### src/rtl/oldest2_req_queue.sv
// Age-ordered circular request queue feeding the oldest-two arbiter; up to two
// allocations and two grants per cycle, registered two-lane issue. Optional perf
// counters under OLDEST2_REQ_QUEUE_PERF_EN.
module oldest2_req_queue #(
  parameter int SEL_WIDTH      = 16,
  parameter int PRIORITY_WIDTH = 4,
  parameter int DATA_WIDTH     = 32
) (
  input  logic                      clk,
  input  logic                      rst,
  input  logic                      alloc0_vld_i,
  input  logic [DATA_WIDTH-1:0]     alloc0_data_i,
  input  logic                      alloc1_vld_i,
  input  logic [DATA_WIDTH-1:0]     alloc1_data_i,
  output logic                      alloc_rdy_o,
  input  logic                      issue_stall_i,
  output logic [SEL_WIDTH-1:0]      req_o,
  output logic [PRIORITY_WIDTH-1:0] priority_fix_o,
  output logic                      new_req_first_o,
  output logic                      new_req_second_o,
  input  logic                      first_grant_valid_i,
  input  logic [PRIORITY_WIDTH-1:0] first_grant_index_i,
  input  logic                      second_grant_valid_i,
  input  logic [PRIORITY_WIDTH-1:0] second_grant_index_i,
  output logic                      issue0_vld_o,
  output logic [PRIORITY_WIDTH-1:0] issue0_idx_o,
  output logic [DATA_WIDTH-1:0]     issue0_data_o,
  output logic                      issue1_vld_o,
  output logic [PRIORITY_WIDTH-1:0] issue1_idx_o,
  output logic [DATA_WIDTH-1:0]     issue1_data_o
`ifdef OLDEST2_REQ_QUEUE_PERF_EN
  ,
  output logic [31:0]               perf_issue_cnt_o,
  output logic [31:0]               perf_full_cyc_o
`endif
);
  localparam int PW = PRIORITY_WIDTH;

  logic [SEL_WIDTH-1:0]                 valid_q, valid_d, valid_clr, clr;
  logic [SEL_WIDTH-1:0][DATA_WIDTH-1:0] data_q, data_d;
  logic [PW:0]                          head_q, head_d, tail_q, tail_d, span, head_off;
  logic [PW-1:0]                        slot, wslot;
  logic                                 g0_eff, g1_eff, alloc_ok;
  logic                                 i0_vld_q, i0_vld_d, i1_vld_q, i1_vld_d;
  logic [PW-1:0]                        i0_idx_q, i0_idx_d, i1_idx_q, i1_idx_d;
  logic [DATA_WIDTH-1:0]                i0_data_q, i0_data_d, i1_data_q, i1_data_d;

  assign span     = tail_q - head_q;
  assign alloc_ok = (int'(span) <= SEL_WIDTH - 2);

  // A repeated index on the second grant would double-issue one entry.
  assign g0_eff = !issue_stall_i && first_grant_valid_i && valid_q[first_grant_index_i];
  assign g1_eff = !issue_stall_i && second_grant_valid_i && valid_q[second_grant_index_i] &&
                  !(first_grant_valid_i && (second_grant_index_i == first_grant_index_i));

  always_comb begin
    clr = '0;
    if (g0_eff) clr[first_grant_index_i] = 1'b1;
    if (g1_eff) clr[second_grant_index_i] = 1'b1;
    valid_clr = valid_q & ~clr;

    // Head lands on the oldest surviving entry, or on tail when none remain.
    head_off = span;
    slot     = '0;
    for (int i = SEL_WIDTH - 1; i >= 0; i--) begin
      slot = head_q[PW-1:0] + PW'(i);
      if ((i < int'(span)) && valid_clr[slot]) head_off = (PW+1)'(i);
    end
    head_d = head_q + head_off;

    valid_d = valid_clr;
    data_d  = data_q;
    tail_d  = tail_q;
    wslot   = tail_q[PW-1:0];
    if (alloc_ok) begin
      if (alloc0_vld_i) begin
        valid_d[wslot] = 1'b1;
        data_d[wslot]  = alloc0_data_i;
        wslot          = wslot + 1'b1;
      end
      if (alloc1_vld_i) begin
        valid_d[wslot] = 1'b1;
        data_d[wslot]  = alloc1_data_i;
      end
      tail_d = tail_q + (PW+1)'(alloc0_vld_i) + (PW+1)'(alloc1_vld_i);
    end

    i0_vld_d  = g0_eff;
    i0_idx_d  = g0_eff ? first_grant_index_i : '0;
    i0_data_d = g0_eff ? data_q[first_grant_index_i] : '0;
    i1_vld_d  = g1_eff;
    i1_idx_d  = g1_eff ? second_grant_index_i : '0;
    i1_data_d = g1_eff ? data_q[second_grant_index_i] : '0;
  end

  always_ff @(posedge clk) begin
    if (rst) begin
      valid_q   <= '0;
      head_q    <= '0;
      tail_q    <= '0;
      i0_vld_q  <= 1'b0;
      i0_idx_q  <= '0;
      i0_data_q <= '0;
      i1_vld_q  <= 1'b0;
      i1_idx_q  <= '0;
      i1_data_q <= '0;
    end else begin
      valid_q   <= valid_d;
      head_q    <= head_d;
      tail_q    <= tail_d;
      i0_vld_q  <= i0_vld_d;
      i0_idx_q  <= i0_idx_d;
      i0_data_q <= i0_data_d;
      i1_vld_q  <= i1_vld_d;
      i1_idx_q  <= i1_idx_d;
      i1_data_q <= i1_data_d;
    end
  end

  // Payload is qualified by valid_q, so it needs no reset.
  always_ff @(posedge clk) data_q <= data_d;

  assign alloc_rdy_o      = alloc_ok;
  assign req_o            = valid_q;
  assign priority_fix_o   = head_q[PW-1:0];
  assign new_req_first_o  = !issue_stall_i;
  assign new_req_second_o = !issue_stall_i;
  assign issue0_vld_o     = i0_vld_q;
  assign issue0_idx_o     = i0_idx_q;
  assign issue0_data_o    = i0_data_q;
  assign issue1_vld_o     = i1_vld_q;
  assign issue1_idx_o     = i1_idx_q;
  assign issue1_data_o    = i1_data_q;

`ifdef OLDEST2_REQ_QUEUE_PERF_EN
  logic [31:0] perf_issue_cnt_q, perf_issue_cnt_d, perf_full_cyc_q, perf_full_cyc_d;
  logic [32:0] issue_sum;

  always_comb begin
    issue_sum        = {1'b0, perf_issue_cnt_q} + 33'(i0_vld_q) + 33'(i1_vld_q);
    perf_issue_cnt_d = issue_sum[32] ? '1 : issue_sum[31:0];
    perf_full_cyc_d  = perf_full_cyc_q;
    if ((int'(span) == SEL_WIDTH) && (perf_full_cyc_q != '1))
      perf_full_cyc_d = perf_full_cyc_q + 32'd1;
  end

  always_ff @(posedge clk) begin
    if (rst) begin
      perf_issue_cnt_q <= '0;
      perf_full_cyc_q  <= '0;
    end else begin
      perf_issue_cnt_q <= perf_issue_cnt_d;
      perf_full_cyc_q  <= perf_full_cyc_d;
    end
  end

  assign perf_issue_cnt_o = perf_issue_cnt_q;
  assign perf_full_cyc_o  = perf_full_cyc_q;
`endif
endmodule

### config.mk
export PLATFORM = sky130hd
export DESIGN_NAME = oldest2_req_queue
export DESIGN_NICKNAME = d
export VERILOG_FILES = /design/src/rtl/oldest2_req_queue.sv
export SDC_FILE = /design/constraint.sdc
export NUM_CORES = 2
export LEC_CHECK = 0
export CORE_ASPECT_RATIO = 0.9
export CORE_MARGIN = 3
export CORE_UTILIZATION = 50
export DETAILED_ROUTE_END_ITERATION = 6
export HOLD_SLACK_MARGIN = 0.03
export PLACE_DENSITY = 0.71
export SETUP_SLACK_MARGIN = 0.02
export SYNTH_ARGS = -nofsm -noshare
export SYNTH_HDL_FRONTEND = slang
export SYNTH_SLANG_ARGS = --single-unit
### constraint.sdc
create_clock -name clk -period 62 [get_ports clk]
set_input_delay 9.3 -clock clk [delete_from_list [all_inputs] [get_ports clk]]
set_output_delay 9.3 -clock clk [all_outputs]
set_load 0.005 [all_outputs]
-- Word level (Yosys, flattened, before mapping)
Index checks and enable logic that the tools add are counted.
- flip-flop bits (word level): 612
- bits of input ports: 79
- output and inout port bits: 97
- add/subtract/negate cells: 20
- magnitude comparators: 41
- eq/ne operators: 1
- multiplexer cells: 81
- bitwise operators: 7
- reductions and logical operators: 30
- operators with widths (cell ; count):
    two-way mux 512 bit ; 3
    bitwise mux 512 bit ; 2
    binary-select mux 32 bit (select 4 bit) ; 2
    demux 32 bit (select 4 bit) ; 2
    two-way mux 32 bit ; 4
    less-than comparator 4 x 5 -> 1 bit, second input constant ; 20
    two-way mux 16 bit ; 6
    two-way mux 5 bit ; 16
    binary-select mux 1 bit (select 4 bit) ; 18
    bitwise OR 16 bit ; 3
    less-than comparator 4 x 5 -> 1 bit, first input constant ; 8
    adder 4 bit, second input constant ; 8
    logical AND 1 bit ; 26
    two-way mux 1 bit ; 22
    less-than comparator 3 x 5 -> 1 bit, first input constant ; 4
    adder 4 x 3 -> 4 bit, second input constant ; 4
    AND 16 bit ; 1
    demux 1 bit (select 4 bit) ; 4
    >= comparator 4 x 1 -> 1 bit, second input constant ; 4
    inverter 16 bit ; 1
    adder 5 x 1 -> 5 bit ; 2
    less-than comparator 1 x 5 -> 1 bit, first input constant ; 2
    less-than comparator 2 x 5 -> 1 bit, first input constant ; 2
    adder 4 x 1 -> 4 bit, second input constant ; 2
    9 further kinds ; 14

-- Logic depth before layout (Yosys ltp)
- word-level depth: 29
- mapped depth: 23
- depth with buffers taken out: 23

-- Least setup slack after synthesis
Ideal clock, no wire load.
- path kind: register -> output
- from: register head_q[2]
- to: output port alloc_rdy_o
- arrival: 16.644 ns
- path slack: 36.056 ns
- stages on the path, launching flop included: 10
- buffers on the path: 3
- cells stage by stage: dfxtp_1 clkbuf_1 buf_1 inv_1 ha_1 a21o_1 a21oi_1 xnor2_1 a31oi_1 clkbuf_1
- longest elaborated chain between the ends: 2
- RTL lines (element ; line ; source):
    start: declaration ; 41 ; logic [PW:0] head_q, head_d, tail_q, tail_d, span, head_off;
    start signal: assignment ; 99 ; head_q <= '0;
    start signal: assignment ; 109 ; head_q <= head_d;
    subtractor 5 bit ; 48 ; assign span = tail_q - head_q;
    <= comparator 5 x 4 -> 1 bit ; 49 ; assign alloc_ok = (int'(span) <= SEL_WIDTH - 2);
    end: declaration ; 15 ; output logic alloc_rdy_o,
No other way between the ends.

-- Worst setup path in the final report
- from: input port issue_stall_i
- to: output port new_req_first_o
- longest elaborated chain between the ends: 1
- RTL lines (element ; line ; source):
    start: declaration ; 16 ; input logic issue_stall_i,
    zero test 1 bit ; 126 ; assign new_req_first_o = !issue_stall_i;
    end: declaration ; 19 ; output logic new_req_first_o,
No other way between the ends.

==> metrics <==
Post-Syn Nets 3530; post-synthesis mux area share 32.58%; CTS max path bufs 3; Final TNS setup 0 ps; Die X-Extent 303.3 microns; Buf/Inv on CP 3; layout cells sized above 1 16.07%; fin util 56.64%; area leader, netlist edfxtp_1; RSZ-0062 raised after global routing false; Die Span Y 273.6 microns; leakage 0.01662 uW; Clk Latency, worst-skew pair 630 ps; CTS clk-pin slew, worst paths 60 ps; CTS tree done; DRC errors left 3; Final HPWL DP 68310 microns; switching share of power 35.80%; top_reg_cell synth edfxtp_1; Post-Syn Area 39770 sq um; initial antenna violation count 16; slowest CP cell clkdlybuf4s50_1; sequential area share after synthesis 43.69%; count of final setup violators 0; NetSw 789.4 uW; critical path cell sequence clkdlybuf4s50_1, inv_1, clkdlybuf4s50_1; critical path arrival 10460 ps; Rel. slew slack 9.988%; Area Overhead vs Synth 11.48%; PwrDens 49.73 nW/um^2; first-pass GRT wire length 187100 microns; Row Count 97; DRT Pass-1 Iters 7; Vias 29910; failing checks design-rule violations; XOR/XNOR share of the synthesized area 0.5945%; top-count cell post-synth nand2_1; met3 wire length 16410 microns; total track usage 30.25%; Syn Inst Count 3428; Synth area leaders edfxtp_1 39%, mux4_2 19%, mux2i_1 13%; CP startpoint issue_stall_i; largest net degree at the start of global routing 155; nets@finish 3457; status finished with violations; Initial Utilization 50.81%; Post-synth ARST share 0%; max-slew violations 0; Tmin final 19760 ps; Comb pwr share 38.0%; top cell type's share of synthesized area 38.65%; fmax 50.61 MHz; #FFs+latches synth 612; CTS resizes 0; EDFF count, synth 512; TritonCTS buffer count 70; Layout Skew 20.38 ps; met1 wire length 47430 microns; met2 wire len 58310 microns; Compound-Gate Fraction of Synth Area 9.790%; I/O Buffers 175; worst vdd ir 0.00006584 V; initial DRC count 4382; hold_buf cts 0; Worst path top cell family by delay buffers and inverters; Setup CP Type input port to output port; Setup Fix Bufs, Post-CTS 0; Internal 1416 uW; Ports 176; GP Congestion 0.9342; largest family of logic cells by synthesized area multiplexers; CP most frequent cell clkdlybuf4s50_1; Synth Area per Inst 11.60 sq um; origin of the worst min-delay path tail_q[4]; clock power share 19.4%; routed len/inst 28.35 microns; critical path required time 52700 ps; Period Utilization, post-route 31.87%; root buffer cell clkbuf_16; Synth top cells by count 567 x nand2_1, 545 x o21ai_0, 525 x mux2i_1, 512 x edfxtp_1, 339 x mux4_2; element type at the critical path end output port; Fin. Hold Viols 0; startpoint types input port; CP peak stage delay 520 ps; H-Tree Depth 3; vias in the first global route 28700; hold crit path type register to register; Seq pwr share 42.6%; reg-to-reg startpoint head_q[1]; routed wire length 126500 microns; post-synthesis adder-cell area fraction 0.7801%; CP max FO 7; Yosys warning count 0; full die area 82970 sq um; Distinct cells, synth 79; clock sink total 612; Simple-Gate Fraction of Synth Area 8.685%; Top Layer Used met5; DR vias/cell 6.703; Routed Antenna Nets 0; total core area 78280 sq um; gr ovfl total 0; max_cap viols 0; worst slew pin tran 1350 ps
## area by class of cell
cell class              count  area [sq um]
diodes                     12         30.03
inverters                  25         96.34
multi-input cells        2424         21120
clock inverters            33         359.1
well taps                1039          1300
clock buffers              95          1939
repair buffers            222          2120
fillers                  6285         33940
flip-flops and latches    612         17380
## flip-flops by register name, indices dropped and copies added (netlist names)
name	flops
issue1_data_o	32
tail_q	5
data_q	512
issue0_idx_o	4
issue0_vld_o	1
head_q	5
issue1_idx_o	4
issue1_vld_o	1
issue0_data_o	32
req_o	16
## through the flow
step                      hold WS, ps  setup slack (ps)  total power, uW  cell area (sq um)  instances
after floorplan                 499.6             36060             1742              39770       3428
after global placement          524.9             42250             1732              42010       4322
after detailed placement        532.8             42260             1766              42010       4322
after CTS                       549.6             42250             2195              44310       4450
after global routing            594.5             42190             2321              44330       4459
final                           541.8             42240             2205              44340       4462
## layer usage
metal / global-route usage, % / vias up
li1: - / 12930
met2: 46.03 / 2035
met4: 11.44 / 2
met5: 0 / -
met1: 41.40 / 14670
met3: 8.525 / 278
## placed cells by master (no fill, tap or decap), types with 8 or more instances in the layout
cell	instances
nand2_1	561
clkbuf_16	73
nor3_1	13
edfxtp_1	512
o22ai_1	8
and2_1	41
a21oi_1	32
nor2b_1	8
nand4_1	9
clkinv_1	15
inv_1	20
o21a_1	16
nand2b_1	9
mux4_2	339
clkinv_2	10
a31oi_1	8
a211o_1	9
and3_1	39
dfxtp_1	100
clkbuf_1	19
mux2i_1	525
nor2_1	57
nor2_4	17
o21ai_1	10
o21ai_0	545
clkdlybuf4s50_1	169
xnor2_1	20
buf_4	46
a211oi_1	9
diode_2	12
ha_1	20
## worst register-to-register path, stage by stage (launching register included)
cell and delay, ps:
dfxtp_1 310, buf_4 260, clkinv_1 540, fa_1 680, a21o_1 190, a21oi_1 250, xnor2_1 330, a31oi_4 490
buf_4 530, buf_4 880, buf_4 1000
## power groups by stage
stage	clock (uW)	combinational, uW	sequential, uW
after global placement	0	806	926
after global routing	446	908	966
final	428	838	940
after floorplan	0	623	1120
after detailed placement	0	828	938
after CTS	432	828	935
## cell families (layout without fill, tap and decap cells)
group           count (synthesis)  in the layout
xor+xnor                       27             27
compound gates                701            701
fa+ha+maj                      23             23
other cells                     0             12
flops                         612            612
buf+inv                       392            375
simple gates                  803            803
mux                           870            870
## worst paths after layout
path	end	slack (ps)	cells past startpoint
worst max-delay path	new_req_first_o	42240	3
worst max register to register	data_q[153]	56070	10
worst min-delay path	tail_q[4]	540	2
worst min register to register	tail_q[4]	540	2
Power figures use the tool's default switching activity.
